<file path="src/rtl/calc_display_pkg.sv">
// Shared constants for the calculator result display: FSM state codes,
// BCD sizing and active-low seven-segment glyphs ordered {g,f,e,d,c,b,a}.
package calc_display_pkg;

    localparam int BCD_W      = 4;
    localparam int NUM_DIGITS = 4;

    localparam logic [1:0] ST_IDLE    = 2'd0;
    localparam logic [1:0] ST_CONVERT = 2'd1;
    localparam logic [1:0] ST_DONE    = 2'd2;

    localparam logic [6:0] SEG_0     = 7'b1000000;
    localparam logic [6:0] SEG_1     = 7'b1111001;
    localparam logic [6:0] SEG_2     = 7'b0100100;
    localparam logic [6:0] SEG_3     = 7'b0110000;
    localparam logic [6:0] SEG_4     = 7'b0011001;
    localparam logic [6:0] SEG_5     = 7'b0010010;
    localparam logic [6:0] SEG_6     = 7'b0000010;
    localparam logic [6:0] SEG_7     = 7'b1111000;
    localparam logic [6:0] SEG_8     = 7'b0000000;
    localparam logic [6:0] SEG_9     = 7'b0010000;
    localparam logic [6:0] SEG_MINUS = 7'b0111111;
    localparam logic [6:0] SEG_BLANK = 7'b1111111;

    // Double-dabble correction: a nibble of 5 or more overflows past 9 once doubled.
    function automatic logic [BCD_W-1:0] bcd_adjust(input logic [BCD_W-1:0] nib);
        return (nib >= 4'd5) ? nib + 4'd3 : nib;
    endfunction

endpackage

</file>
<file path="src/rtl/seg7_encode.sv">
// Combinational BCD digit to active-low seven-segment pattern, with a
// blank override. Codes above 9 render blank.
module seg7_encode
    import calc_display_pkg::*;
(
    input  logic [3:0] bcd,
    input  logic       blank,
    output logic [6:0] seg
);

    always_comb begin
        seg = SEG_BLANK;
        if (!blank) begin
            case (bcd)
                4'd0: seg = SEG_0;
                4'd1: seg = SEG_1;
                4'd2: seg = SEG_2;
                4'd3: seg = SEG_3;
                4'd4: seg = SEG_4;
                4'd5: seg = SEG_5;
                4'd6: seg = SEG_6;
                4'd7: seg = SEG_7;
                4'd8: seg = SEG_8;
                4'd9: seg = SEG_9;
                default: seg = SEG_BLANK;
            endcase
        end
    end

endmodule

</file>
<file path="src/rtl/result_display_driver.sv">
// Serial double-dabble BCD conversion of an 8-bit result plus sign, driving a
// 4-digit multiplexed seven-segment display. Optional: LEADING_ZERO_BLANK_EN.
module result_display_driver
    import calc_display_pkg::*;
#(
    parameter int REFRESH_DIV = 100000
) (
    input  logic       clk,
    input  logic       rst,
    input  logic       start,
    input  logic [7:0] value,
    input  logic       neg,
    output logic       busy,
    output logic       done,
    output logic [3:0] an,
    output logic [6:0] seg,
    output logic       dp,
    output logic [1:0] state_dbg
);

    localparam int CNT_W = (REFRESH_DIV > 2) ? $clog2(REFRESH_DIV) : 1;

    logic [1:0]       state;
    logic [19:0]      shift_reg;
    logic [19:0]      adjusted;
    logic [2:0]       bit_cnt;
    logic             sign_latch;
    logic [BCD_W-1:0] disp_hund;
    logic [BCD_W-1:0] disp_tens;
    logic [BCD_W-1:0] disp_ones;
    logic             disp_neg;

    logic [CNT_W-1:0] refresh_cnt;
    logic [1:0]       digit_idx;
    logic             scan_en;
    logic [3:0]       cur_bcd;
    logic             cur_blank;
    logic [6:0]       enc_seg;
    logic [6:0]       seg_next;
    logic             hund_blank;
    logic             tens_blank;

    assign busy      = (state != ST_IDLE);
    assign done      = (state == ST_DONE);
    assign dp        = 1'b1;
    assign state_dbg = state;

    assign adjusted = {bcd_adjust(shift_reg[19:16]),
                       bcd_adjust(shift_reg[15:12]),
                       bcd_adjust(shift_reg[11:8]),
                       shift_reg[7:0]};

    always_ff @(posedge clk) begin
        if (rst) begin
            state      <= ST_IDLE;
            shift_reg  <= '0;
            bit_cnt    <= '0;
            sign_latch <= 1'b0;
            disp_hund  <= '0;
            disp_tens  <= '0;
            disp_ones  <= '0;
            disp_neg   <= 1'b0;
        end else begin
            case (state)
                ST_IDLE: begin
                    if (start) begin
                        shift_reg  <= {12'b0, value};
                        sign_latch <= neg;
                        bit_cnt    <= '0;
                        state      <= ST_CONVERT;
                    end
                end
                ST_CONVERT: begin
                    shift_reg <= {adjusted[18:0], 1'b0};
                    bit_cnt   <= bit_cnt + 3'd1;
                    if (bit_cnt == 3'd7) begin
                        state <= ST_DONE;
                    end
                end
                ST_DONE: begin
                    disp_hund <= shift_reg[19:16];
                    disp_tens <= shift_reg[15:12];
                    disp_ones <= shift_reg[11:8];
                    disp_neg  <= sign_latch;
                    state     <= ST_IDLE;
                end
                default: state <= ST_IDLE;
            endcase
        end
    end

`ifdef LEADING_ZERO_BLANK_EN
    assign hund_blank = (disp_hund == 4'd0);
    assign tens_blank = hund_blank && (disp_tens == 4'd0);
`else
    assign hund_blank = 1'b0;
    assign tens_blank = 1'b0;
`endif

    always_comb begin
        cur_bcd   = disp_ones;
        cur_blank = 1'b0;
        case (digit_idx)
            2'd0: begin cur_bcd = disp_ones; cur_blank = 1'b0;       end
            2'd1: begin cur_bcd = disp_tens; cur_blank = tens_blank; end
            2'd2: begin cur_bcd = disp_hund; cur_blank = hund_blank; end
            default: begin cur_bcd = 4'd0;   cur_blank = 1'b1;       end
        endcase
    end

    seg7_encode u_encode (
        .bcd   (cur_bcd),
        .blank (cur_blank),
        .seg   (enc_seg)
    );

    assign seg_next = (digit_idx == 2'd3) ? (disp_neg ? SEG_MINUS : SEG_BLANK) : enc_seg;

    // The first wrap only enables scanning so digit 0 is the first one lit.
    always_ff @(posedge clk) begin
        if (rst) begin
            refresh_cnt <= '0;
            digit_idx   <= '0;
            scan_en     <= 1'b0;
            an          <= 4'b1111;
            seg         <= SEG_BLANK;
        end else begin
            if (refresh_cnt == CNT_W'(REFRESH_DIV - 1)) begin
                refresh_cnt <= '0;
                scan_en     <= 1'b1;
                if (scan_en) begin
                    digit_idx <= digit_idx + 2'd1;
                end
            end else begin
                refresh_cnt <= refresh_cnt + 1'b1;
            end
            if (scan_en) begin
                an  <= ~(4'b0001 << digit_idx);
                seg <= seg_next;
            end
        end
    end

endmodule
</file>
<file path="config.mk">
export PLATFORM = sky130hd
export DESIGN_NAME = result_display_driver
export DESIGN_NICKNAME = d
export VERILOG_FILES = /design/src/rtl/calc_display_pkg.sv /design/src/rtl/seg7_encode.sv /design/src/rtl/result_display_driver.sv
export SDC_FILE = /design/constraint.sdc
export NUM_CORES = 1
export LEC_CHECK = 0
export BUFFER_PORTS_ARGS = -buffer_cell sky130_fd_sc_hd__clkbuf_2
export CAP_MARGIN = 20
export CORE_AREA = 4 4 96 98
export DETAILED_ROUTE_END_ITERATION = 10
export DIE_AREA = 0 0 100 102
export HOLD_SLACK_MARGIN = 0.12
export PLACE_DENSITY_LB_ADDON = 0.12
export SLEW_MARGIN = 40
export SYNTH_ARGS = -nofsm -noshare
export SYNTH_HDL_FRONTEND = slang
export SYNTH_SLANG_ARGS = --single-unit
</file>
<file path="constraint.sdc">
create_clock -name clk -period 4.25 [get_ports clk]
set_input_delay 0.85 -clock clk [delete_from_list [all_inputs] [get_ports clk]]
set_output_delay 0.85 -clock clk [all_outputs]
set_load 0.02 [all_outputs]
</file>
==> flow_summary.yaml <==
critical_path:
  rr_startpoint: "digit_idx[0]"
  cp-start-kind: "flip-flop"
  reg2reg_depth: 9
  rr_endpoint: "seg[3]"
  crit_type: "flip-flop to output port"
  cp.arrival_ps: 1900
  r2r_slack_ps: 1910
  cp_max_fo: 14
  cp-end-kind: "output port"
  required_ps: 3400
finish:
  area_delta_synth_final_pct: 11.1
  num_antenna_cells: 0
  fin_nets: 440
  multi_input_area_um2: 1700
  drive_above_1_share_pct: 11.8
  regArea_um2: 1400
  post-route-util_pct: 42.8
  largest_register_ffs: 20
  nFillCells: 881
sta:
  rsz0062_at_grt: "no"
  relSlewSlack_pct: 56.1
  min_period_over_period_pct: 64.6
  worst_pin_slew_ps: 658
  finalSetupTns_ps: 0
  finalCriticalPeriod_ps: 2750
  clock.fmax_mhz: 364
  skew_ps: 6.94
  slew_viol_final: 0
  setup_violations: 0
  hold_viol_final: 0
synth:
  synth-seq-area-share_pct: 43.0
  synthMuxAreaShare_pct: 2.00
  synthSimpleGateAreaFrac_pct: 23.3
  synthXorXnorAreaFrac_pct: 5.38
  synth-seq-cells: 70
  syn-num-nets: 422
  ys_top_cells_by_area: "dfxtp_1 43%, ha_1 6.9%, nor2_1 6.0%"
  synth_fa_ha_area_share_pct: 6.92
  synth.avg_cell_area_um2: 8.31
  async_reset_ff_share_pct: 0
  synth_edf_count: 0
  synth_top_area_share_pct: 43.0
  synth_top_family_by_area: "simple AND/OR/NAND/NOR gates"
  synth.yosys.warnings: 0
  synth_largest_area_cell: "dfxtp_1"
  yosysUniqueCellTypes: 45
  postSynthCellCount: 392
  synth-compound-area-share_pct: 14.1
  ys.flop_type: "dfxtp_1"
  syn_area_um2: 3260
clock_network:
  cts-hold-fix-buffers: 0
  cts_tree: "yes"
  worstSkewPairLatency_ps: 330
  cts_made_buffers: 9
  post_cts_buffers: 0
  h-tree-depth: 3
  clock_sinks: 70
  clkSlewWorstSetupHoldPaths_ps: 70
  cts_buffer_depth: 2
  cts_resized: 0
  cts_root_buffer: "clkbuf_8"
global_route:
  grt_pass1_vias: 2441
  overflow: 0
  grt_max_degree: 56
  grt_pass1_wl_mm: 11.6
  grt_antenna_before_repair: 0
  grt_use_total_pct: 13.9
floorplan:
  dieArea_um2: 10200
  die_h_um: 102
  num_rows: 34
  start_util_pct: 38.5
  ios: 28
  die_w_um: 100
  core_um2: 8470
hold_path:
  min_to: "refresh_cnt[0]"
  min-delay-start: "refresh_cnt[0]"
  hold_path.class: "flip-flop to flip-flop"
  hold_depth: 1
pwr:
  leakagePower_nw: 1.41
  p_per_area_nw_per_um2: 332
  ir_drop_mv: 0.132
drt:
  ant_nets: 0
  via_per_inst: 5.06
  dr.pass1.iters: 4
  num_vias: 2646
  drt-total-wl_mm: 6.49
  wl_per_cell_um: 12.4
  drcViolationCount: 0
  dr.first_iter.drc_count: 120
place:
  place_congestion: 0.821
  portBuffers: 26
  hpwl_mm: 4.47
flow_run:
  drv_cap: 0
run_status:
  outcome: "finished, final reports clean"
==> through the flow <==
stage	instance area [um2]	hold WS [ps]	cells	total power, W	setup WS (ps)
after detailed placement	3450	437	507	0.000751	1840
after floorplan	3260	411	392	0.000734	2060
final	3620	450	523	0.00120	1500
after global routing	3620	493	523	0.00127	1310
after CTS	3620	452	523	0.00123	1470
after global placement	3440	429	507	0.000750	1980
==> routing by layer <==
| metal | vias to the layer above | GRT usage (%) | wire, um |
|---|---|---|---|
| met2 | 57 | 21.0 | 2770 |
| met1 | 1217 | 18.7 | 3280 |
| met4 | 0 | 5.49 | 91 |
| met3 | 9 | 4.10 | 349 |
| met5 | - | 0 | 0 |
| li1 | 1363 | - | - |
==> power by group <==
group          total (W)  internal [W]  leakage, nW  switching, W
clock network   0.000467      0.000225       0.0861      0.000241
registers       0.000675      0.000667        0.567    0.00000819
logic          0.0000600     0.0000211        0.757     0.0000389
total            0.00120      0.000914         1.41      0.000288
==> critical path: stages, from the launching register on <==
cell      delay [ps]
dfxtp_1          550
nand2b_1         360
inv_1            420
clkbuf_2         240
==> area by class of cell <==
class | count | area share [%]
flip-flops and latches | 70 | 38.7
multi-input cells | 282 | 46.9
repair buffers | 28 | 4.01
clock buffers | 12 | 4.01
well taps | 108 | 3.73
clock inverters | 4 | 0.622
inverters | 19 | 1.97
==> worst max-delay path by stage <==
| stage | from | to | slack (ps) | cells past startpoint |
|---|---|---|---|---|
| 2_1_floorplan | state_dbg[1] | done | 2060 | 4 |
| 4_1_cts | state_dbg[1] | done | 1470 | 3 |
| 6_report | state_dbg[1] | done | 1500 | 3 |
| 5_1_grt | state_dbg[1] | done | 1310 | 3 |
| 3_5_place_dp | state_dbg[1] | done | 1840 | 3 |
| 3_3_place_gp | state_dbg[1] | done | 1980 | 3 |
==> Yosys cell counts (all sizes together), types with 2 or more instances <==
cell and count:
nor2 53, inv 19, a311oi 7, a21o 2, xnor2 14, a22oi 9, xor2 6, and3 6
a21oi 27, ha 18, nand2b 13, o21ai 14, nor3 9, o211ai 2, mux2i 5, nor2b 2
nand3 14, or2 3, nand2 51, buf 5, clkbuf 16, a222oi 4, nand4 2, o21bai 2
and2 4, and4 2, dfxtp 70, nand3b 2
==> cell families (layout without fill, tap and decap cells) <==
logic type               Yosys count  after routing
AO/OA/AOI/OAI                     72             72
XOR/XNOR                          20             20
adder cells (fa/ha/maj)           18             18
buffers and inverters             40             63
flip-flops                        70             70
multiplexers                       6              6
other                              1              1
AND/OR/NAND/NOR                  165            165
==> cells in the final DEF, fill, tap and decap left out, types with 2 or more instances in the layout <==
cell type and n:
clkbuf_8 10, or2_2 2, a21o_1 2, o21bai_1 2, a22oi_1 9, xnor2_1 14
nand3_1 14, mux2i_1 5, nor3_1 9, clkbuf_2 26, nor2_1 51, a21oi_1 26
buf_4 2, dfxtp_1 70, ha_1 18, a222oi_1 4, nor2_2 2, and4_1 2
a311oi_1 7, nand4_1 2, nand3b_1 2, nand2b_1 13, o21ai_0 14, clkbuf_1 2
o211ai_1 2, xor2_1 6, clkinv_2 3, and3_1 6, nand2_1 51, and2_1 4
inv_1 19
Note: power is estimated with default switching activity, not from simulation.
